### src/rtl/bcd_rtc.sv
// BCD real-time clock: prescaled second tick, 24h time with carry chain, 12h view and guarded load.
// Optional alarm comparator is built only when BCD_RTC_ALARM_EN is defined.
module bcd_rtc #(
  parameter int unsigned CLK_DIV = 50000000,
  parameter int          DIV_W   = 32
) (
  input  logic       clk,
  input  logic       rst_n,
  input  logic       ena,
  input  logic       set,
  input  logic [7:0] s_hh,
  input  logic [7:0] s_mm,
  input  logic [7:0] s_ss,
`ifdef BCD_RTC_ALARM_EN
  input  logic       al_en,
  input  logic [7:0] al_hh,
  input  logic [7:0] al_mm,
  output logic       alarm,
`endif
  output logic [7:0] hh,
  output logic [7:0] mm,
  output logic [7:0] ss,
  output logic [7:0] hh12,
  output logic       pm,
  output logic       sec_tick,
  output logic       min_tick,
  output logic       day_tick,
  output logic       set_err
);

  localparam logic [DIV_W-1:0] PRESC_MAX = DIV_W'(CLK_DIV - 1);

  logic [DIV_W-1:0] presc_reg;
  logic [7:0]       hh_reg, mm_reg, ss_reg;
  logic [7:0]       hh_next, mm_next, ss_next;
  logic [7:0]       hh_inc, mm_inc, ss_inc;
  logic             sec_tick_reg, min_tick_reg, day_tick_reg, set_err_reg;
  logic             tick, sec_carry, min_carry, day_carry;
  logic [23:0]      load_bus;
  logic [5:0]       digit_ok;
  logic             range_ok, load_ok;

  // Every loaded nibble must be a decimal digit before the field ranges mean anything.
  assign load_bus = {s_hh, s_mm, s_ss};

  generate
    for (genvar gi = 0; gi < 6; gi++) begin : g_digit
      assign digit_ok[gi] = (load_bus[gi*4 +: 4] <= 4'd9);
    end
  endgenerate

  assign range_ok = (s_ss[7:4] <= 4'd5) && (s_mm[7:4] <= 4'd5) &&
                    ((s_hh[7:4] < 4'd2) || ((s_hh[7:4] == 4'd2) && (s_hh[3:0] <= 4'd3)));
  assign load_ok  = (&digit_ok) && range_ok;

  // A load request always wins over the second tick.
  assign tick      = ena && !set && (presc_reg == PRESC_MAX);
  assign sec_carry = tick && (ss_reg == 8'h59);
  assign min_carry = sec_carry && (mm_reg == 8'h59);
  assign day_carry = min_carry && (hh_reg == 8'h23);

  always_comb begin
    ss_inc = 8'h00;
    if (ss_reg != 8'h59) begin
      if (ss_reg[3:0] == 4'd9) ss_inc = {ss_reg[7:4] + 4'd1, 4'd0};
      else                     ss_inc = {ss_reg[7:4], ss_reg[3:0] + 4'd1};
    end
  end

  always_comb begin
    mm_inc = 8'h00;
    if (mm_reg != 8'h59) begin
      if (mm_reg[3:0] == 4'd9) mm_inc = {mm_reg[7:4] + 4'd1, 4'd0};
      else                     mm_inc = {mm_reg[7:4], mm_reg[3:0] + 4'd1};
    end
  end

  always_comb begin
    hh_inc = 8'h00;
    if (hh_reg != 8'h23) begin
      if (hh_reg[3:0] == 4'd9) hh_inc = {hh_reg[7:4] + 4'd1, 4'd0};
      else                     hh_inc = {hh_reg[7:4], hh_reg[3:0] + 4'd1};
    end
  end

  always_comb begin
    ss_next = ss_reg;
    mm_next = mm_reg;
    hh_next = hh_reg;
    if (set) begin
      if (load_ok) begin
        ss_next = s_ss;
        mm_next = s_mm;
        hh_next = s_hh;
      end
    end else if (tick) begin
      ss_next = ss_inc;
      if (sec_carry) mm_next = mm_inc;
      if (min_carry) hh_next = hh_inc;
    end
  end

  always_ff @(posedge clk or negedge rst_n) begin
    if (!rst_n) begin
      presc_reg    <= '0;
      ss_reg       <= 8'h00;
      mm_reg       <= 8'h00;
      hh_reg       <= 8'h00;
      sec_tick_reg <= 1'b0;
      min_tick_reg <= 1'b0;
      day_tick_reg <= 1'b0;
      set_err_reg  <= 1'b0;
    end else begin
      if (set)
        presc_reg <= '0;
      else if (ena)
        presc_reg <= (presc_reg == PRESC_MAX) ? '0 : presc_reg + DIV_W'(1);
      ss_reg       <= ss_next;
      mm_reg       <= mm_next;
      hh_reg       <= hh_next;
      sec_tick_reg <= tick;
      min_tick_reg <= sec_carry;
      day_tick_reg <= day_carry;
      set_err_reg  <= set && !load_ok;
    end
  end

`ifdef BCD_RTC_ALARM_EN
  logic alarm_reg;

  // Only a counted second may fire the alarm; a load landing on the alarm time stays silent.
  always_ff @(posedge clk or negedge rst_n) begin
    if (!rst_n)
      alarm_reg <= 1'b0;
    else
      alarm_reg <= tick && al_en && (hh_next == al_hh) && (mm_next == al_mm) && (ss_next == 8'h00);
  end

  assign alarm = alarm_reg;
`endif

  always_comb begin
    case (hh_reg)
      8'h00:   hh12 = 8'h12;
      8'h13:   hh12 = 8'h01;
      8'h14:   hh12 = 8'h02;
      8'h15:   hh12 = 8'h03;
      8'h16:   hh12 = 8'h04;
      8'h17:   hh12 = 8'h05;
      8'h18:   hh12 = 8'h06;
      8'h19:   hh12 = 8'h07;
      8'h20:   hh12 = 8'h08;
      8'h21:   hh12 = 8'h09;
      8'h22:   hh12 = 8'h10;
      8'h23:   hh12 = 8'h11;
      default: hh12 = hh_reg;
    endcase
  end

  assign pm       = (hh_reg >= 8'h12);
  assign hh       = hh_reg;
  assign mm       = mm_reg;
  assign ss       = ss_reg;
  assign sec_tick = sec_tick_reg;
  assign min_tick = min_tick_reg;
  assign day_tick = day_tick_reg;
  assign set_err  = set_err_reg;

endmodule
### config.mk
export PLATFORM = sky130hd
export DESIGN_NAME = bcd_rtc
export DESIGN_NICKNAME = d
export VERILOG_FILES = /design/src/rtl/bcd_rtc.sv
export SDC_FILE = /design/constraint.sdc
export NUM_CORES = 1
export LEC_CHECK = 0
export BUFFER_PORTS_ARGS = -buffer_cell sky130_fd_sc_hd__buf_2
export CAP_MARGIN = 20
export CORE_AREA = 2 2 87 89
export CTS_CLUSTER_SIZE = 16
export DETAILED_ROUTE_END_ITERATION = 10
export DIE_AREA = 0 0 89 91
export PLACE_DENSITY_LB_ADDON = 0.12
export SLEW_MARGIN = 20
export SYNTH_ARGS = -nofsm -noshare
export SYNTH_HDL_FRONTEND = slang
export SYNTH_SLANG_ARGS = --single-unit
export TNS_END_PERCENT = 20
### constraint.sdc
create_clock -name clk -period 2.9 [get_ports clk]
set_input_delay 0 -clock clk [delete_from_list [all_inputs] [get_ports clk]]
set_output_delay 0 -clock clk [all_outputs]
set_load 0.01 [all_outputs]
==> results.ini <==
[route]
wl_mm = 10.6
vias = 3960
vias_per_cell = 6.07
drtIter0Drc = 260
wire_per_inst_um = 16.3
drc_errors = 0
ant_nets = 0
drt-pass1-iter-count = 6

[cells_and_area]
nets = 589
antenna_cells = 0
drive_gt1_share_pct = 18.8
largest_register_ffs = 32
syn_to_final_growth_pct = 19.4
fillers = 637

[sta]
slew_headroom_pct = 44.9
finalClockSkew_ns = 0.00834
setup_violations = 0
rsz0062_at_grt = no
period_needed_ns = 2.51
slew_viol_final = 0
hold_viol_final = 0
clock.fmax_ghz = 0.399
fin_ws_ns = 0.392
setup_tns_ns = 0
worstMarginPinSlew_ns = 0.827
min_period_over_period_pct = 86.5

[pwr]
power_density_nw_per_um2 = 386
p_leak_nw = 2.01
vdd_drop_max_v = 0.000281

[clock_tree]
cts_resized = 0
root_buffer = clkbuf_8
clkTransAtPathRegs_ns = 0.06
htree_levels = 3
clock-sinks = 60
cts_inserted_buffers = 9
ctsLongestPathBuffers = 2
hold_buffers = 17
clkLatencyLatePin_ns = 0.34
tritoncts = yes
post-cts-setup-buffers = 0

[synth]
synthTopCellsByArea = dfrtp_1 (39%), o21ai_0 (5.8%), nand2_1 (4.6%), a21oi_1 (4.2%), nand3_1 (3.9%)
yosys.area.top_type = dfrtp_1
synthCells = 473
synth.most_common_cell = dfrtp_1
synth_area_um2 = 3890
synth_edf_count = 0
synthMuxAreaShare_pct = 1.22
synth.distinct_cells = 64
yosys.area_share.adder_pct = 3.53
synth-compound-area-share_pct = 20.3
synth_flop_cell = dfrtp_1
synth-seq-cells = 60
syn_nets = 512
synth-simple-area-share_pct = 29.3
async_flop_share_pct = 100
syn_area_per_cell_um2 = 8.23
synthXorXnorAreaFrac_pct = 2.02
synth_top_family_by_area = simple AND/OR/NAND/NOR gates
ys.warnings.count = 0
synth_top_area_share_pct = 38.5
yosysSeqAreaShare_pct = 38.5
synthTopCellsByCount = dfrtp_1 (60), nand2_1 (48), o21ai_0 (45)

[global_route]
grt_pass1_vias = 3633
grt_start_max_net_pins = 37
grt_first_pass_wirelength_mm = 17.6
globalRouteTotalUtil_pct = 27.5
antenna_found_initial = 0
grt_overflow = 0

[setup_path]
required_ns = 3.12
critPathMaxStageDelay_ns = 0.45
cp-start-kind = flip-flop
critPathSlowestCell = nor4_4
end_kind = flip-flop
critPathKind = reg2reg
worstPathCellList = inv_1 > ha_1 > and3b_1 > nand4_1 > nor4_4 > a41oi_2 > or2_4 > mux2_4
crit_arrival_ns = 2.73
crit_buf_inv = 1
crit_family = simple AND/OR/NAND/NOR gates
reg2reg_slack_ns = 0.39
worstPathMaxFanout = 7

[floorplanning]
die_area_um2 = 8100
core_area_um2 = 7140
std_cell_rows = 31
die_h_um = 91
ioPinCount = 65
initial_core_util_pct = 54.6
die_w_um = 89

[placed_design]
place.gp.congestion = 0.892
place_ws_ns = 0.343
io_buffer_count = 64
hpwl_mm = 7.47

[worst_hold_path]
hp-class = in2reg

[flow_run]
maxCapViolCount = 0

[run_status]
status = complete, no violations

path summary, 6_finish.rpt:
check                              start             to  depth (start not counted)
max in group asynchronous          rst_n          ss[0]                          3
setup / recovery                   ss[1]          hh[5]                          8
setup reg to reg                   ss[1]          hh[5]                          8
hold reg to reg            presc_reg[22]  presc_reg[22]                          2
min in group asynchronous          rst_n  presc_reg[20]                          2
hold / removal                   s_hh[3]          hh[3]                          3
layer usage:
metal	vias up	wire length, um	global-route usage (%)
li1	1915	-	-
met1	1872	4960	40.6
met2	155	4910	41.0
met3	18	579	4.00
met4	0	178	9.83
met5	-	0	0
cell families after synthesis:
logic type | Yosys count
AO/OA/AOI/OAI | 129
XOR/XNOR | 9
adder cells (fa/ha/maj) | 11
buffers and inverters | 49
flip-flops | 60
multiplexers | 4
AND/OR/NAND/NOR | 211
per-stage QoR:
step	total power, mW	hold WS (ns)	area, um^2	cells	util [%]
final	1.79	0.0114	4650	652	65.1
after global routing	1.88	0.0373	4650	652	65.1
after CTS	1.81	0.00275	4650	652	65.1
after detailed placement	1.15	0.154	4320	621	60.5
after global placement	1.15	0.152	4320	621	60.5
after floorplan	1.04	-0.296	3890	473	-
where the power goes:
part / total (mW) / leakage (nW) / switching (mW) / internal (mW)
clock network: 0.638 / 0.0848 / 0.319 / 0.319
logic: 0.261 / 1.15 / 0.150 / 0.111
registers: 0.895 / 0.778 / 0.0357 / 0.859
layout make-up:
cell class	instances	area (um^2)	area share [%]
Multi-Input combinational cell	364	2200	47.4
Sequential cell	60	1500	32.3
Timing Repair Buffer	93	581	12.5
Clock buffer	11	141	3.04
Tap cell	99	124	2.66
Inverter	22	82.6	1.78
Clock inverter	3	15.0	0.323
worst min-delay path, stage by stage:
cell and delay (ns):
buf_2 0.11, o21ai_0 0.06, o21ai_0 0.13
cell usage in the layout (no fill, tap or decap), drive strengths merged, types with 3 or more instances in the layout:
| cell type | n |
|---|---|
| and3 | 8 |
| o21ai | 46 |
| nand4 | 16 |
| a41oi | 3 |
| xor2 | 4 |
| a211oi | 6 |
| clkbuf | 11 |
| nor2b | 3 |
| and4 | 5 |
| nor2 | 35 |
| dlygate4sd3 | 17 |
| a31oi | 10 |
| nor4 | 12 |
| clkinv | 4 |
| inv | 21 |
| xnor2 | 5 |
| nor3 | 18 |
| nor4b | 4 |
| mux2 | 3 |
| ha | 11 |
| o31ai | 4 |
| nand2 | 48 |
| or3 | 11 |
| buf | 76 |
| a21o | 5 |
| nand3 | 30 |
| a21oi | 33 |
| and3b | 3 |
| dfrtp | 60 |
| o22ai | 4 |
Power figures use the tool's default switching activity.
